### config.mk
export PLATFORM = sky130hd
export DESIGN_NAME = zigzag_block_streamer
export DESIGN_NICKNAME = d
export VERILOG_FILES = /design/src/rtl/zigzag_block_streamer.sv
export SDC_FILE = /design/constraint.sdc
export NUM_CORES = 2
export LEC_CHECK = 0
export ABC_AREA = 0
export CORE_AREA = 2 2 422 466
export DETAILED_ROUTE_END_ITERATION = 12
export DIE_AREA = 0 0 424 468
export GPL_ROUTABILITY_DRIVEN = 1
export GPL_TIMING_DRIVEN = 0
export PLACE_DENSITY_LB_ADDON = 0.3
export SLEW_MARGIN = 20
export SYNTH_ARGS = -nofsm -noshare
export SYNTH_HDL_FRONTEND = slang
export SYNTH_SLANG_ARGS = --single-unit
export TNS_END_PERCENT = 100
### constraint.sdc
create_clock -name clock -period 8.87 [get_ports clock]
set_input_delay 1.3305 -clock clock [delete_from_list [all_inputs] [get_ports clock]]
set_output_delay 1.3305 -clock clock [all_outputs]
set_load 0.01 [all_outputs]
### src/rtl/zigzag_block_streamer.sv
// ---------------------------------------------------------------------------
// zigzag_block_streamer
//
// Purpose: collects 8x8 blocks of coefficients arriving in JPEG zigzag scan
// order and emits them as natural-order rows of 8 coefficients. Two 64-entry
// banks are used ping-pong so one block can fill while the other drains.
// Positions that were never written in a block (early end-of-block) read as
// zero through a per-bank written-mask, so no clearing cycles are needed.
//
// Ports:
//   clock          sole clock, rising edge
//   reset          asynchronous, active-high; discards all blocks
//   coef_tdata     one coefficient (WIN bits), zigzag scan order
//   coef_tvalid    coef_tdata valid
//   coef_tlast     final coefficient of the current block
//   coef_tready    a bank is available to accept coefficients
//   master_tdata   one row of 8 natural-order coefficients, column 0 in LSBs
//   master_tvalid  a full bank is being presented
//   master_tlast   high with row 7 of each block
//   master_tready  downstream accepts the row
// ---------------------------------------------------------------------------
module zigzag_block_streamer #(
   parameter int WIN = 16
) (
   input  logic             clock,
   input  logic             reset,
   input  logic [WIN-1:0]   coef_tdata,
   input  logic             coef_tvalid,
   input  logic             coef_tlast,
   output logic             coef_tready,
   output logic [WIN*8-1:0] master_tdata,
   output logic             master_tvalid,
   output logic             master_tlast,
   input  logic             master_tready
);

   typedef enum logic [1:0] {
      BANK_EMPTY   = 2'd0,
      BANK_FILLING = 2'd1,
      BANK_FULL    = 2'd2
   } bank_state_t;

   // Scan index -> natural (row*8+col) position.
   localparam logic [5:0] ZZ [64] = '{
      6'd0,  6'd1,  6'd8,  6'd16, 6'd9,  6'd2,  6'd3,  6'd10,
      6'd17, 6'd24, 6'd32, 6'd25, 6'd18, 6'd11, 6'd4,  6'd5,
      6'd12, 6'd19, 6'd26, 6'd33, 6'd40, 6'd48, 6'd41, 6'd34,
      6'd27, 6'd20, 6'd13, 6'd6,  6'd7,  6'd14, 6'd21, 6'd28,
      6'd35, 6'd42, 6'd49, 6'd56, 6'd57, 6'd50, 6'd43, 6'd36,
      6'd29, 6'd22, 6'd15, 6'd23, 6'd30, 6'd37, 6'd44, 6'd51,
      6'd58, 6'd59, 6'd52, 6'd45, 6'd38, 6'd31, 6'd39, 6'd46,
      6'd53, 6'd60, 6'd61, 6'd54, 6'd47, 6'd55, 6'd62, 6'd63
   };

   logic       wbank_reg;
   logic       rbank_reg;
   logic [5:0] widx_reg;
   logic [2:0] row_reg;

   logic [1:0]                bank_full;
   logic [1:0][WIN*8-1:0]     bank_row;

   logic       coef_hs;
   logic       coef_done;
   logic       row_hs;
   logic       row_free;
   logic [5:0] wpos;

   // Both ready and valid come purely from registered bank state, so there is
   // no combinational path from master_tready to coef_tready.
   assign coef_tready   = !bank_full[wbank_reg];
   assign master_tvalid = bank_full[rbank_reg];
   assign master_tlast  = master_tvalid && (row_reg == 3'd7);
   assign master_tdata  = master_tvalid ? bank_row[rbank_reg] : '0;

   assign coef_hs   = coef_tvalid && coef_tready;
   assign coef_done = coef_hs && (coef_tlast || (widx_reg == 6'd63));
   assign row_hs    = master_tvalid && master_tready;
   assign row_free  = row_hs && (row_reg == 3'd7);
   assign wpos      = ZZ[widx_reg];

   genvar gi;
   generate
      for (gi = 0; gi < 2; gi++) begin : g_bank
         localparam logic BANK_ID = (gi == 1);

         bank_state_t    state_reg;
         logic [63:0]    mask_reg;
         logic [WIN-1:0] mem_reg [64];
         logic [WIN*8-1:0] row_data;
         logic           wr_sel;
         logic           rd_free_sel;

         assign wr_sel      = coef_hs  && (wbank_reg == BANK_ID);
         assign rd_free_sel = row_free && (rbank_reg == BANK_ID);
         assign bank_full[gi] = (state_reg == BANK_FULL);
         assign bank_row[gi]  = row_data;

         // A bank being written is never FULL and a bank being freed is
         // always FULL, so the two updates never target the same bank.
         always_ff @(posedge clock or posedge reset) begin
            if (reset) begin
               state_reg <= BANK_EMPTY;
               mask_reg  <= '0;
            end else if (wr_sel) begin
               // First coefficient of a block discards the previous mask.
               mask_reg  <= ((state_reg == BANK_EMPTY) ? 64'd0 : mask_reg) |
                            (64'd1 << wpos);
               state_reg <= coef_done ? BANK_FULL : BANK_FILLING;
            end else if (rd_free_sel) begin
               state_reg <= BANK_EMPTY;
            end
         end

         // Coefficient storage needs no reset: unwritten entries are hidden
         // by the mask.
         always_ff @(posedge clock) begin
            if (wr_sel) begin
               mem_reg[wpos] <= coef_tdata;
            end
         end

         // All 8 lanes of the current row are read in parallel.
         for (genvar ci = 0; ci < 8; ci++) begin : g_lane
            assign row_data[WIN*ci +: WIN] =
               mask_reg[{row_reg, 3'(ci)}] ? mem_reg[{row_reg, 3'(ci)}] : '0;
         end
      end
   endgenerate

   always_ff @(posedge clock or posedge reset) begin
      if (reset) begin
         wbank_reg <= 1'b0;
         rbank_reg <= 1'b0;
         widx_reg  <= '0;
         row_reg   <= '0;
      end else begin
         if (coef_done) begin
            widx_reg  <= '0;
            wbank_reg <= ~wbank_reg;
         end else if (coef_hs) begin
            widx_reg  <= widx_reg + 6'd1;
         end
         if (row_hs) begin
            row_reg <= row_reg + 3'd1;   // wraps 7 -> 0
            if (row_reg == 3'd7) begin
               rbank_reg <= ~rbank_reg;
            end
         end
      end
   end

endmodule

==> impl_metrics.tcl <==
set metrics [dict create \
    wl_met3_mm 19.8 \
    cts_resized 0 \
    fp.dieH_microns 468 \
    outcome "completed" \
    synthCells 4309 \
    worst-endpoint-arrival_ps 5380 \
    synth_ff_type "edfxtp_1" \
    ys_types 62 \
    synthesis.nets 4348 \
    ant_nets 0 \
    async_flop_share_pct 6.53 \
    finalNetCount 4846 \
    finalCriticalPeriod_ps 6710 \
    final.setup.tns_ps 0 \
    grt_pass1_wl_mm 337 \
    cts.clk_slew.worst_paths_ps 70 \
    ios 152 \
    via_count 45300 \
    crit_chain "buf_4 > buf_2 > buf_2 > clkbuf_1 > mux4_2 > mux2i_1 > nor2_1 > nor2_1 > a21oi_1 > clkdlybuf4s50_1" \
    grt_pass1_vias 45700 \
    fin_util_pct 52.0 \
    yosysWarnings 0 \
    finalWeightedCongestion 0.923 \
    cpMaxStageDelayCell "clkbuf_1" \
    grt-ovfl-total 0 \
    fp.coreArea_sq_mm 0.194 \
    routed.top_layer "met5" \
    first_pass_iters 6 \
    finalHoldViolCount 0 \
    tightestPinTransition_ps 1140 \
    wl_met2_mm 118 \
    synth_edf_count 2048 \
    vias_per_cell 5.98 \
    numPortBuffers 151 \
    whs_ps 480 \
    root_buffer "clkbuf_16" \
    dp.cells 7178 \
    drive_gt1_share_pct 27.2 \
    cts_buffers 206 \
    required_ps 7540 \
    wl_met1_mm 91.9 \
    drc 0 \
    rsz0062_at_grt "no" \
    initial_core_util_pct 44.7 \
    cpPeakStageDelay_ps 790 \
    worstSetupStartpointType "flip-flop" \
    cts_tree "done" \
    clk_path_buf_depth 3 \
    area_delta_synth_final_pct 16.1 \
    cts.sinks 2191 \
    gr-usage-all-layers_pct 24.1 \
    place_area_sq_mm 0.0941 \
    drt_iter0_drc 5254 \
    cts_hold_buf 0 \
    hpwl_mm 159 \
    hold_path.class "reg2reg" \
    fin_worst_skew_ps 22.1 \
    h-tree-depth 4 \
    drv_cap 0 \
    synth_seq_area_share_pct 75.0 \
    clock_latency_ps 860 \
    p_leak_nw 31.3 \
    synth.ff_latch_count 2191 \
    wire_per_inst_microns 31.8 \
    crit_path_max_fanout 10 \
    rows 170 \
    worstSetupPathType "reg2out" \
    min_period_over_period_pct 75.7 \
    fmax_mhz 149 \
    power_density_mw_per_mm2 277 \
    fillerInstances 15200 \
    synthesis.area_sq_mm 0.0868 \
    largest_reg_flops 2048 \
    worstSetupEndpointType "output pin" \
    stdcell_area_sq_mm 0.101 \
    final_cells 7566 \
    layout_commonest_cell "edfxtp_1" \
    die_w_microns 424 \
    antenna_found_initial 14 \
    slew_violations 0 \
    drt-total-wl_mm 240 \
    synth.avg_cell_area_sq_um 20.1 \
    finalSetupViolCount 0 \
    post_cts_buffers 0 \
    slew_headroom_pct 23.6 \
    die_area_sq_mm 0.198 \
    grt_max_degree 110 \
    ir_drop_mv 0.221 \
    most-common-layout-cells "edfxtp_1 (2,048), mux4_2 (544), clkbuf_16 (211), mux2i_1 (206), o21ai_0 (187)" \
]
-- worst max-delay path: cells and delay by family, from the launching register on --
family | cells | cell delay, ps
compound gates | 1 | 600
simple gates | 2 | 180
buf+inv | 5 | 2770
mux | 2 | 430
flops | 1 | 550
-- synth_stat cells, drive strengths merged (3+ instances only) --
cell / count / area share (%)
o21ai: 201 / 1.2
clkbuf: 108 / 0.47
a31oi: 54 / 0.39
o32ai: 3 / 0.030
nor2b: 10 / 0.072
o211ai: 3 / 0.026
a21oi: 33 / 0.19
dfrtp: 143 / 4.1
o21a: 60 / 0.52
nand3b: 6 / 0.052
mux2i: 214 / 2.5
mux4: 544 / 14
inv: 9 / 0.039
and2: 6 / 0.043
nor3b: 3 / 0.032
nand2b: 20 / 0.14
mux2: 70 / 0.91
a32oi: 4 / 0.062
nand2: 168 / 0.73
nor3: 74 / 0.43
o21bai: 5 / 0.043
nand4: 3 / 0.022
o22ai: 3 / 0.022
ha: 18 / 0.26
and3: 4 / 0.029
edfxtp: 2048 / 71
xnor2: 5 / 0.050
buf: 152 / 1.0
nor2: 296 / 1.3
nand3: 13 / 0.075
-- per-stage QoR --
step | worst slack, ps | total power [W]
6_report | 2160 | 0.0279
2_1_floorplan | 3700 | 0.0167
4_1_cts | 2220 | 0.0281
5_1_grt | 2030 | 0.0288
3_3_place_gp | 1610 | 0.0192
3_5_place_dp | 3160 | 0.0193
-- area by class of cell --
cell class / count / area (sq um) / share of cell area [%]
sequential: 2191 / 65100 / 64.5
multi-input combinational: 1849 / 20800 / 20.6
clock buffer: 253 / 5460 / 5.41
timing repair buffer: 290 / 3610 / 3.58
tap: 2580 / 3230 / 3.20
buffer: 260 / 1330 / 1.31
clock inverter: 126 / 1280 / 1.27
inverter: 9 / 41.3 / 0.0410
antenna: 8 / 20.0 / 0.0199
-- layer usage --
metal  global-route usage, %  vias to the layer above
met2                    39.7                     2156
met5                       0                        -
met1                    31.8                    24100
met4                    10.1                        2
li1                        -                    18600
met3                    4.35                      432
-- kinds of logic (layout without fill, tap and decap cells) --
logic type,after synthesis,count (layout),synth area share [%]
AO/OA/AOI/OAI,382,382,2.60
XOR/XNOR,6,6,0.0605
adder cells (fa/ha/maj),18,18,0.259
buffers and inverters,269,938,1.55
flip-flops,2191,2191,75.0
multiplexers,828,828,17.5
other,0,8,0
AND/OR/NAND/NOR,615,615,3.02
-- power by group --
| part | leakage (nW) | switching, W | internal (W) | total [W] |
|---|---|---|---|---|
| Clock | 3.31 | 0.00382 | 0.00503 | 0.00885 |
| Sequential | 20.4 | 0.0000847 | 0.0115 | 0.0116 |
| Combinational | 7.63 | 0.00432 | 0.00317 | 0.00748 |
-- path summary, 6_finish.rpt --
kind	endpoint	startpoint	cells past startpoint	slack, ps
max	master_tdata[57]	row_reg[1]	10	2160
min	g_bank[0].mask_reg[26]	g_bank[0].mask_reg[26]	2	480
max reg2reg	g_bank[0].mem_reg[9][8]	widx_reg[0]	9	3810
min reg2reg	g_bank[0].mask_reg[26]	g_bank[0].mask_reg[26]	2	480
max in group asynchronous	g_bank[0].mask_reg[31]	reset	3	7120
min in group asynchronous	widx_reg[4]	reset	2	870
No activity file was read; power rests on OpenSTA's default activity.
